### src/rtl/xgemac_rx_pkt_reader.sv
// xgemac_rx_pkt_reader: active reader for the XGEMAC RX packet FIFO port.
// Optional packet length check is built when XGEMAC_RX_LEN_CHECK_EN is defined.
module xgemac_rx_pkt_reader #(
  parameter int DATA_WIDTH    = 64,
  parameter int MOD_WIDTH     = 3,
  parameter int FIFO_DEPTH    = 16,
  parameter int CNT_WIDTH     = 32,
  parameter int MAX_PKT_BYTES = 1518
) (
  input  logic                  clk,
  input  logic                  rst,
  input  logic                  pkt_rx_avail,
  output logic                  pkt_rx_ren,
  input  logic                  pkt_rx_val,
  input  logic [DATA_WIDTH-1:0] pkt_rx_data,
  input  logic                  pkt_rx_sop,
  input  logic                  pkt_rx_eop,
  input  logic [MOD_WIDTH-1:0]  pkt_rx_mod,
  input  logic                  pkt_rx_err,
  output logic                  out_valid,
  input  logic                  out_ready,
  output logic [DATA_WIDTH-1:0] out_data,
  output logic                  out_sop,
  output logic                  out_eop,
  output logic [MOD_WIDTH-1:0]  out_mod,
  output logic                  out_err,
  output logic [CNT_WIDTH-1:0]  pkt_cnt,
  output logic [CNT_WIDTH-1:0]  err_cnt,
  output logic [CNT_WIDTH-1:0]  frm_err_cnt
`ifdef XGEMAC_RX_LEN_CHECK_EN
  ,
  output logic [CNT_WIDTH-1:0]  len_err_cnt,
  output logic [15:0]           last_pkt_len
`endif
);

  localparam int AW    = $clog2(FIFO_DEPTH);
  localparam int BYTES = DATA_WIDTH / 8;
  localparam int EW    = DATA_WIDTH + MOD_WIDTH + 3;

  typedef enum logic {IDLE, READ} state_t;

  state_t state, state_nxt;

  logic [EW-1:0]        mem [FIFO_DEPTH];
  logic [AW:0]          wptr, rptr, count;
  logic [AW+1:0]        free, need;
  logic                 empty, credit_ok, ren_q;
  logic                 pkt_open, force_err;
  logic                 drop, mid_sop, wr, rd;
  logic                 w_sop, w_err, len_bad;
  logic [MOD_WIDTH-1:0] w_mod;

  assign count     = wptr - rptr;
  assign empty     = (count == '0);
  assign free      = (AW+2)'(FIFO_DEPTH) - (AW+2)'(count);
  // A beat requested last cycle still needs a slot, and one slot stays spare.
  assign need      = (AW+2)'(2) + (AW+2)'(ren_q);
  assign credit_ok = (free >= need);

  assign drop    = pkt_rx_val & ~pkt_rx_sop & ~pkt_open;
  assign mid_sop = pkt_rx_val & pkt_rx_sop & pkt_open;
  assign wr      = pkt_rx_val & ~drop;
  assign w_sop   = pkt_rx_sop & ~pkt_open;
  assign w_mod   = pkt_rx_eop ? pkt_rx_mod : '0;
  assign w_err   = pkt_rx_eop &
                   (pkt_rx_err | force_err | mid_sop | len_bad);

  assign out_valid  = ~empty;
  assign rd         = out_valid & out_ready;
  assign pkt_rx_ren = (state == READ) & credit_ok &
                      ~(pkt_rx_val & pkt_rx_eop);

  // Show-ahead head; forced to zero while the buffer is empty.
  always_comb begin
    {out_data, out_sop, out_eop, out_mod, out_err} = '0;
    if (!empty)
      {out_data, out_sop, out_eop, out_mod, out_err} =
        mem[rptr[AW-1:0]];
  end

  // FSM state and in-flight read tracking.
  always_ff @(posedge clk or posedge rst) begin
    if (rst) begin
      state <= IDLE;
      ren_q <= 1'b0;
    end else begin
      state <= state_nxt;
      ren_q <= pkt_rx_ren;
    end
  end

  // Next-state logic.
  always_comb begin
    state_nxt = state;
    unique case (state)
      IDLE: if (pkt_rx_avail && credit_ok) state_nxt = READ;
      READ: if (wr && pkt_rx_eop) state_nxt = IDLE;
      default: state_nxt = IDLE;
    endcase
  end

  // Buffer pointers.
  always_ff @(posedge clk or posedge rst) begin
    if (rst) begin
      wptr <= '0;
      rptr <= '0;
    end else begin
      if (wr) wptr <= wptr + (AW+1)'(1);
      if (rd) rptr <= rptr + (AW+1)'(1);
    end
  end

  // Buffer storage; slot reuse on full read+write is safe as rptr advances.
  always_ff @(posedge clk) begin
    if (wr)
      mem[wptr[AW-1:0]] <= {pkt_rx_data, w_sop, pkt_rx_eop,
                            w_mod, w_err};
  end

  // Packet-open and forced-error tracking.
  always_ff @(posedge clk or posedge rst) begin
    if (rst) begin
      pkt_open  <= 1'b0;
      force_err <= 1'b0;
    end else if (wr) begin
      if (pkt_rx_eop) begin
        pkt_open  <= 1'b0;
        force_err <= 1'b0;
      end else begin
        pkt_open <= 1'b1;
        if (mid_sop) force_err <= 1'b1;
      end
    end
  end

  // Saturating statistics, counted at write time.
  always_ff @(posedge clk or posedge rst) begin
    if (rst) begin
      pkt_cnt     <= '0;
      err_cnt     <= '0;
      frm_err_cnt <= '0;
    end else begin
      if (wr && pkt_rx_eop) begin
        if (~&pkt_cnt) pkt_cnt <= pkt_cnt + CNT_WIDTH'(1);
        if (w_err && ~&err_cnt) err_cnt <= err_cnt + CNT_WIDTH'(1);
      end
      if ((drop || mid_sop) && ~&frm_err_cnt)
        frm_err_cnt <= frm_err_cnt + CNT_WIDTH'(1);
    end
  end

`ifdef XGEMAC_RX_LEN_CHECK_EN
  logic [15:0] len_q, len_sum;
  logic [16:0] beat_bytes, len_raw;

  // Running byte length including the current beat, saturating at 16 bits.
  always_comb begin
    beat_bytes = 17'(BYTES);
    if (pkt_rx_eop && pkt_rx_mod != '0) beat_bytes = 17'(pkt_rx_mod);
    len_raw = (w_sop ? 17'd0 : {1'b0, len_q}) + beat_bytes;
    len_sum = len_raw[16] ? 16'hFFFF : len_raw[15:0];
    len_bad = pkt_rx_eop &
              ((len_sum < 16'd64) ||
               ({16'd0, len_sum} > 32'(MAX_PKT_BYTES)));
  end

  // Length accumulator, last length and length-error statistic.
  always_ff @(posedge clk or posedge rst) begin
    if (rst) begin
      len_q        <= '0;
      last_pkt_len <= '0;
      len_err_cnt  <= '0;
    end else if (wr) begin
      len_q <= pkt_rx_eop ? 16'd0 : len_sum;
      if (pkt_rx_eop) begin
        last_pkt_len <= len_sum;
        if (len_bad && ~&len_err_cnt)
          len_err_cnt <= len_err_cnt + CNT_WIDTH'(1);
      end
    end
  end
`else
  logic unused_len;
  assign len_bad    = 1'b0;
  assign unused_len = (MAX_PKT_BYTES != 0);
`endif

endmodule
### config.mk
export PLATFORM = sky130hd
export DESIGN_NAME = xgemac_rx_pkt_reader
export DESIGN_NICKNAME = d
export VERILOG_FILES = /design/src/rtl/xgemac_rx_pkt_reader.sv
export SDC_FILE = /design/constraint.sdc
export NUM_CORES = 1
export LEC_CHECK = 0
export ABC_CLOCK_PERIOD_IN_PS = 6000
export CORE_MARGIN = 8
export CORE_UTILIZATION = 45
export DETAILED_ROUTE_END_ITERATION = 7
export GPL_TIMING_DRIVEN = 0
export MAX_ROUTING_LAYER = met4
export REMOVE_ABC_BUFFERS = 1
export SYNTH_ARGS = -nofsm -noshare
export SYNTH_HDL_FRONTEND = slang
export SYNTH_SLANG_ARGS = --single-unit
### constraint.sdc
create_clock -name clk -period 6 [get_ports clk]
set_input_delay 1.2 -clock clk [delete_from_list [all_inputs] [get_ports clk]]
set_output_delay 1.2 -clock clk [all_outputs]
set_load 0.03 [all_outputs]
== Word level (Yosys, flattened, before mapping) ==
Memories as Yosys holds them, arrays and structs flattened.
Index checks and enable logic that the tools add are counted.

* Bits in registers: 110
* Memory bits (writable): 1120
* Input bits: 75
* Output and inout bits: 168
* Logic and storage cells: 68
* Memories: 1

* $add $sub $neg: 8
* $lt $le $gt $ge: 1
* Muxes and demuxes: 14
* Bitwise logic cells: 20
* Reductions and logical operators: 15

{| class="wikitable"
|+ Memory list
! name !! words !! bits a word !! rd ports !! clocked after memory_dff !! wr ports !! line !! text
|-
| mem || 16 || 70 || 1 || 0 || 1 || 45 || <nowiki>logic [EW-1:0] mem [FIFO_DEPTH];</nowiki>
|}

{| class="wikitable"
|+ Operators with widths
! cell !! count
|-
| adder 32 x 1 -> 32 bit (second input constant) || 3
|-
| AND reduction 32 bit || 3
|-
| two-way mux 64 bit || 1
|-
| bitwise AND 1 bit || 11
|-
| adder 5 x 1 -> 5 bit (second input constant) || 2
|-
| two-way mux 1 bit || 10
|-
| NOT 1 bit || 7
|-
| >= comparator 6 x 3 -> 1 bit || 1
|-
| two-way mux 3 bit || 2
|-
| AND reduction 2 bit || 3
|-
| subtractor 5 x 5 -> 6 bit (first input constant) || 1
|-
| logical NOT 5 bit || 1
|-
| subtractor 5 bit || 1
|-
| logical AND 1 bit || 4
|-
| adder 2 x 1 -> 3 bit (first input constant) || 1
|-
| logical NOT 1 bit || 2
|-
| OR 1 bit || 2
|-
| one-hot mux 1 bit (2 select lines) || 1
|-
| nonzero test 2 bit || 1
|-
| logical OR 1 bit || 1
|}

== Depth between registers and ports, before layout ==
* Word-level depth: 8
* Mapped depth: 12
* Gate-level depth less buffers: 12

== Worst setup path before layout ==
No wires, ideal clock.

* Kind: in2reg
* Start: in pkt_rx_sop
* End: mem mem[3][0] (netlist name) (enable)
* Library setup time: 584 ps
* Arrival time: 6541 ps
* Required time: 5416 ps
* Path slack: -1124 ps
* Stages: 5
* Path buffers: 1
* Cells stage by stage: nor2_1 nor2b_1 clkbuf_1 nand2_1 nor3_1

* Word-level cells in the longest chain between the ends: 7

{| class="wikitable"
|+ Ends and longest elaborated chain
! item !! line !! text
|-
| start: declaration || 16 || <nowiki>input logic pkt_rx_sop,</nowiki>
|-
| NOT 1 bit || 61 || <nowiki>assign drop = pkt_rx_val & ~pkt_rx_sop & ~pkt_open;</nowiki>
|-
| bitwise AND 1 bit (2 in a row) || 61 ||
|-
| NOT 1 bit || 63 || <nowiki>assign wr = pkt_rx_val & ~drop;</nowiki>
|-
| bitwise AND 1 bit || 63 ||
|-
| two-way mux 1 bit || 116 || <nowiki>if (wr)</nowiki>
|-
| two-way mux 1 bit (implied by the code) || 117 || <nowiki>mem[wptr[AW-1:0]] <= {pkt_rx_data, w_sop, pkt_rx_eop,</nowiki>
|-
| end: declaration || 45 ||
|}

No other way between the ends.

== Worst setup path after layout ==
* Start: reg rptr[1]
* End: out out_data[46]

* Word-level cells in the longest chain between the ends: 3
* Elaborated cells on any way between the ends: 4
* Those cells by class: add/sub (1); mux (1); reduce/logical (1); memory (1)

{| class="wikitable"
|+ Ends and longest elaborated chain
! item !! line !! text
|-
| start: declaration || 46 || <nowiki>logic [AW:0] wptr, rptr, count;</nowiki>
|-
| start signal: assignment || 110 || <nowiki>if (rd) rptr <= rptr + (AW+1)'(1);</nowiki>
|-
| subtractor 5 bit || 54 || <nowiki>assign count = wptr - rptr;</nowiki>
|-
| logical NOT 5 bit || 55 || <nowiki>assign empty = (count == '0);</nowiki>
|-
| two-way mux 64 bit * || 77 || <nowiki>if (!empty)</nowiki>
|-
| end: declaration || 22 || <nowiki>output logic [DATA_WIDTH-1:0] out_data,</nowiki>
|}

Mark *: on every way between the ends. The rest lies on a longest branch, timed or not.

==> qor.txt <==
run status: completed
Max Freq: 0.1724 GHz
CTS Buffer Depth: 3
number of detailed-route iterations in the first pass: 5
synth-to-layout area growth: 21.99%
Post-Syn Instances: 2169
Final period util: 96.65%
RSZ-0062 raised after global routing: no
Rows: 119
setup slack after layout: 200.7 ps
share of cells above drive strength 1: 25.95%
max_cap viols: 0
Crit Path Category: reg -> out
Placed Instances: 3818
DR iter-0 viols: 1872
Post-CTS Hold Buffers: 0
R2R Path Start: pkt_open
Final GP Congestion: 0.7949
antenna violations before repair: 13
largest net degree at the start of global routing: 61
clock-pin transition on the worst setup and hold timing paths: 60 ps
Synth area leaders: edfxtp_1 70%, mux4_2 16%, dfrtp_1 5.7%
Final Skew: 16.37 ps
hold path cells: 1
CTS Sinks: 1230
minimum clock period: 5799 ps
Seq/Total Area, Yosys: 75.94%
Slew Limit Fails: 0
most frequent cells in the layout: 1120 x edfxtp_1, 350 x mux4_2, 242 x clkdlybuf4s50_1, 138 x clkbuf_16, 107 x dfrtp_1
crit-path cells: inv_1 > fa_1 > a21o_1 > a211oi_1 > nor2_1 > ha_1 > inv_6 > buf_16 > and2_1 > clkdlybuf4s50_1
Distinct cells, synth: 52
final WL: 112500 um
die area: 117200 sq um
CP endpoint kind: output pin
min-delay src: err_cnt[12]
vias per inst: 5.715
post-synth top area cell: edfxtp_1
# H-tree levels: 4
DRC errors left: 0
critical path's largest stage delay: 730 ps
top cell type's share of synthesized area: 70.20%
Synthesis Warnings: 0
Routed Antenna Nets: 0
first-pass GRT wire length: 166600 um
relative slew slack: 17.34%
asr flop ratio synth: 8.943%
HPWL Detailed: 69430 um
Worst Hold End: err_cnt[12]
placed cell areas: 54070 sq um
crit path max fanout: 43
Setup TNS: 0 ps
Critical Path Start Type: flop
most common cell after layout, fill and taps aside: edfxtp_1
clock root cell: clkbuf_16
CTS tree: yes
Yosys reg bits: 1230
R2R Setup Slk: 2650 ps
Die Height: 342.3 um
Initial Util: 45.45%
critical path required time: 4800 ps
CP max-delay cell: clkdlybuf4s50_1
setup violators final: 0
HP Class: reg -> reg
Place WS: 481.8 ps
worst slew pin tran: 1237 ps
GRT Util Overall: 19.88%
fin nets: 2655
pwr/cell area: 478.7 nW/um^2
Clock Latency Late Sink: 740 ps
number of flops mapped to enable cells by yosys: 1120
prevailing post-synth register cell: edfxtp_1
Reg2Reg Depth: 8
Port Buffers: 242
Non-Filler Instances: 4068
CP arrival: 4600 ps
Die Wd: 342.3 um
num ports: 243
Avg Inst Size Synth: 22.09 sq um
final non-filler cell area: 58450 sq um
Core Footprint: 105400 sq um
vias in the first global route: 25020
via count: 23250
final hold violations: 0
Peak supply drop: 383.7 uV
Avg WL per Cell: 27.66 um
CTS Buf Count: 130
Leak: 19.06 nW
RR Endpoint: mem[3][35]
Post-Syn Area: 47910 sq um
grt ovf: 0
==> where the power goes <==
group	leakage, nW	switching (W)	internal (W)	total, W
Combinational	5.44	0.00502	0.00462	0.00964
Clock	2.08	0.00325	0.00470	0.00796
Sequential	11.5	0.000345	0.0100	0.0104
Total	19.1	0.00862	0.0194	0.0280
==> cells in the mapped netlist, drive strengths merged (3+ instances only) <==
cell type     n
edfxtp     1120
mux4        350
dfrtp       110
and2         77
xnor2        62
clkbuf       55
nand2        53
nand4        45
buf          44
xor2         44
nor2         39
nand3        26
nor3         25
inv          19
and3         15
ha           15
nor4         11
and4         10
a21oi         7
nor2b         5
o21ai         4
nor3b         3
o22ai         3
or2           3
==> sequential cells by signal (all words and copies together), names as in the netlist <==
register and cells:
force_err 1, ren_q 1, wptr 5, state 1, rptr 5, pkt_open 1
mem 1120, frm_err_cnt 32, err_cnt 32, pkt_cnt 32
==> layout make-up <==
type                       instances  area [sq um]
antenna                           14         35.03
clock buffer                     163          3567
clock inverter                    68         685.7
fill                            7822         46970
inverter                          19         91.34
multi-input combinational        821         11150
sequential                      1230         36400
tap                             1391          1740
timing repair buffer             362          4778
==> metrics by stage <==
stage               utilization, %  hold WS, ps  power (W)
detailed placement           51.29        486.2    0.02030
CTS                          55.41        498.9    0.02840
finish                       55.44        495.3    0.02798
global route                 55.44        512.3    0.02913
floorplan                        -        460.4    0.01689
global placement             49.00        477.1    0.01878
==> how the worst max path moves through the flow <==
stage / cells past startpoint / start / slack, ps / endpoint
2_1_floorplan: 9 / rptr[0] / -8850 / out_data[0]
3_3_place_gp: 10 / rptr[0] / -16600 / out_data[50]
3_5_place_dp: 11 / rptr[0] / 480 / out_data[46]
4_1_cts: 10 / rptr[3] / 110 / out_data[46]
5_1_grt: 10 / rptr[3] / 30 / out_err
6_report: 10 / rptr[1] / 200 / out_data[46]
==> routing by layer <==
metal / vias up / global-route usage [%] / share of wire (%) / wire length [um]
met2: 674 / 31.04 / 49 / 55110
li1: 9858 / - / - / -
met3: 156 / 4.627 / 6.3 / 7140
met1: 12560 / 26.66 / 43 / 48330
met4: 0 / 5.004 / 1.7 / 1959
met5: - / - / 0 / 0
==> cells by family (layout without fill, tap and decap cells) <==
group	Yosys count	after routing	share of synthesized area (%)
buffers and inverters	118	612	1.018
adders and majority gates	16	16	0.4335
xor gates and xnor gates	106	106	1.938
other	0	14	0
muxes	353	353	16.52
DFF	1230	1230	75.94
and+or+nand+nor	317	317	3.698
AOI/OAI and AO/OA	29	29	0.4466
==> timing repair <==
action                     in CTS  in global routing
gates resized for setup         2                  0
setup endpoints to repair      44                  0
hold endpoints to repair        0                  0
setup buffers                   4                  0
==> worst max-delay path, delay by kind of cell, from the launching register on <==
kind	cells	cell delay, ps
adders and majority gates	2	720
AOI/OAI and AO/OA	2	550
buffers and inverters	4	1500
and+or+nand+nor	2	400
DFF	1	650
Note: power is estimated with default switching activity, not from simulation.
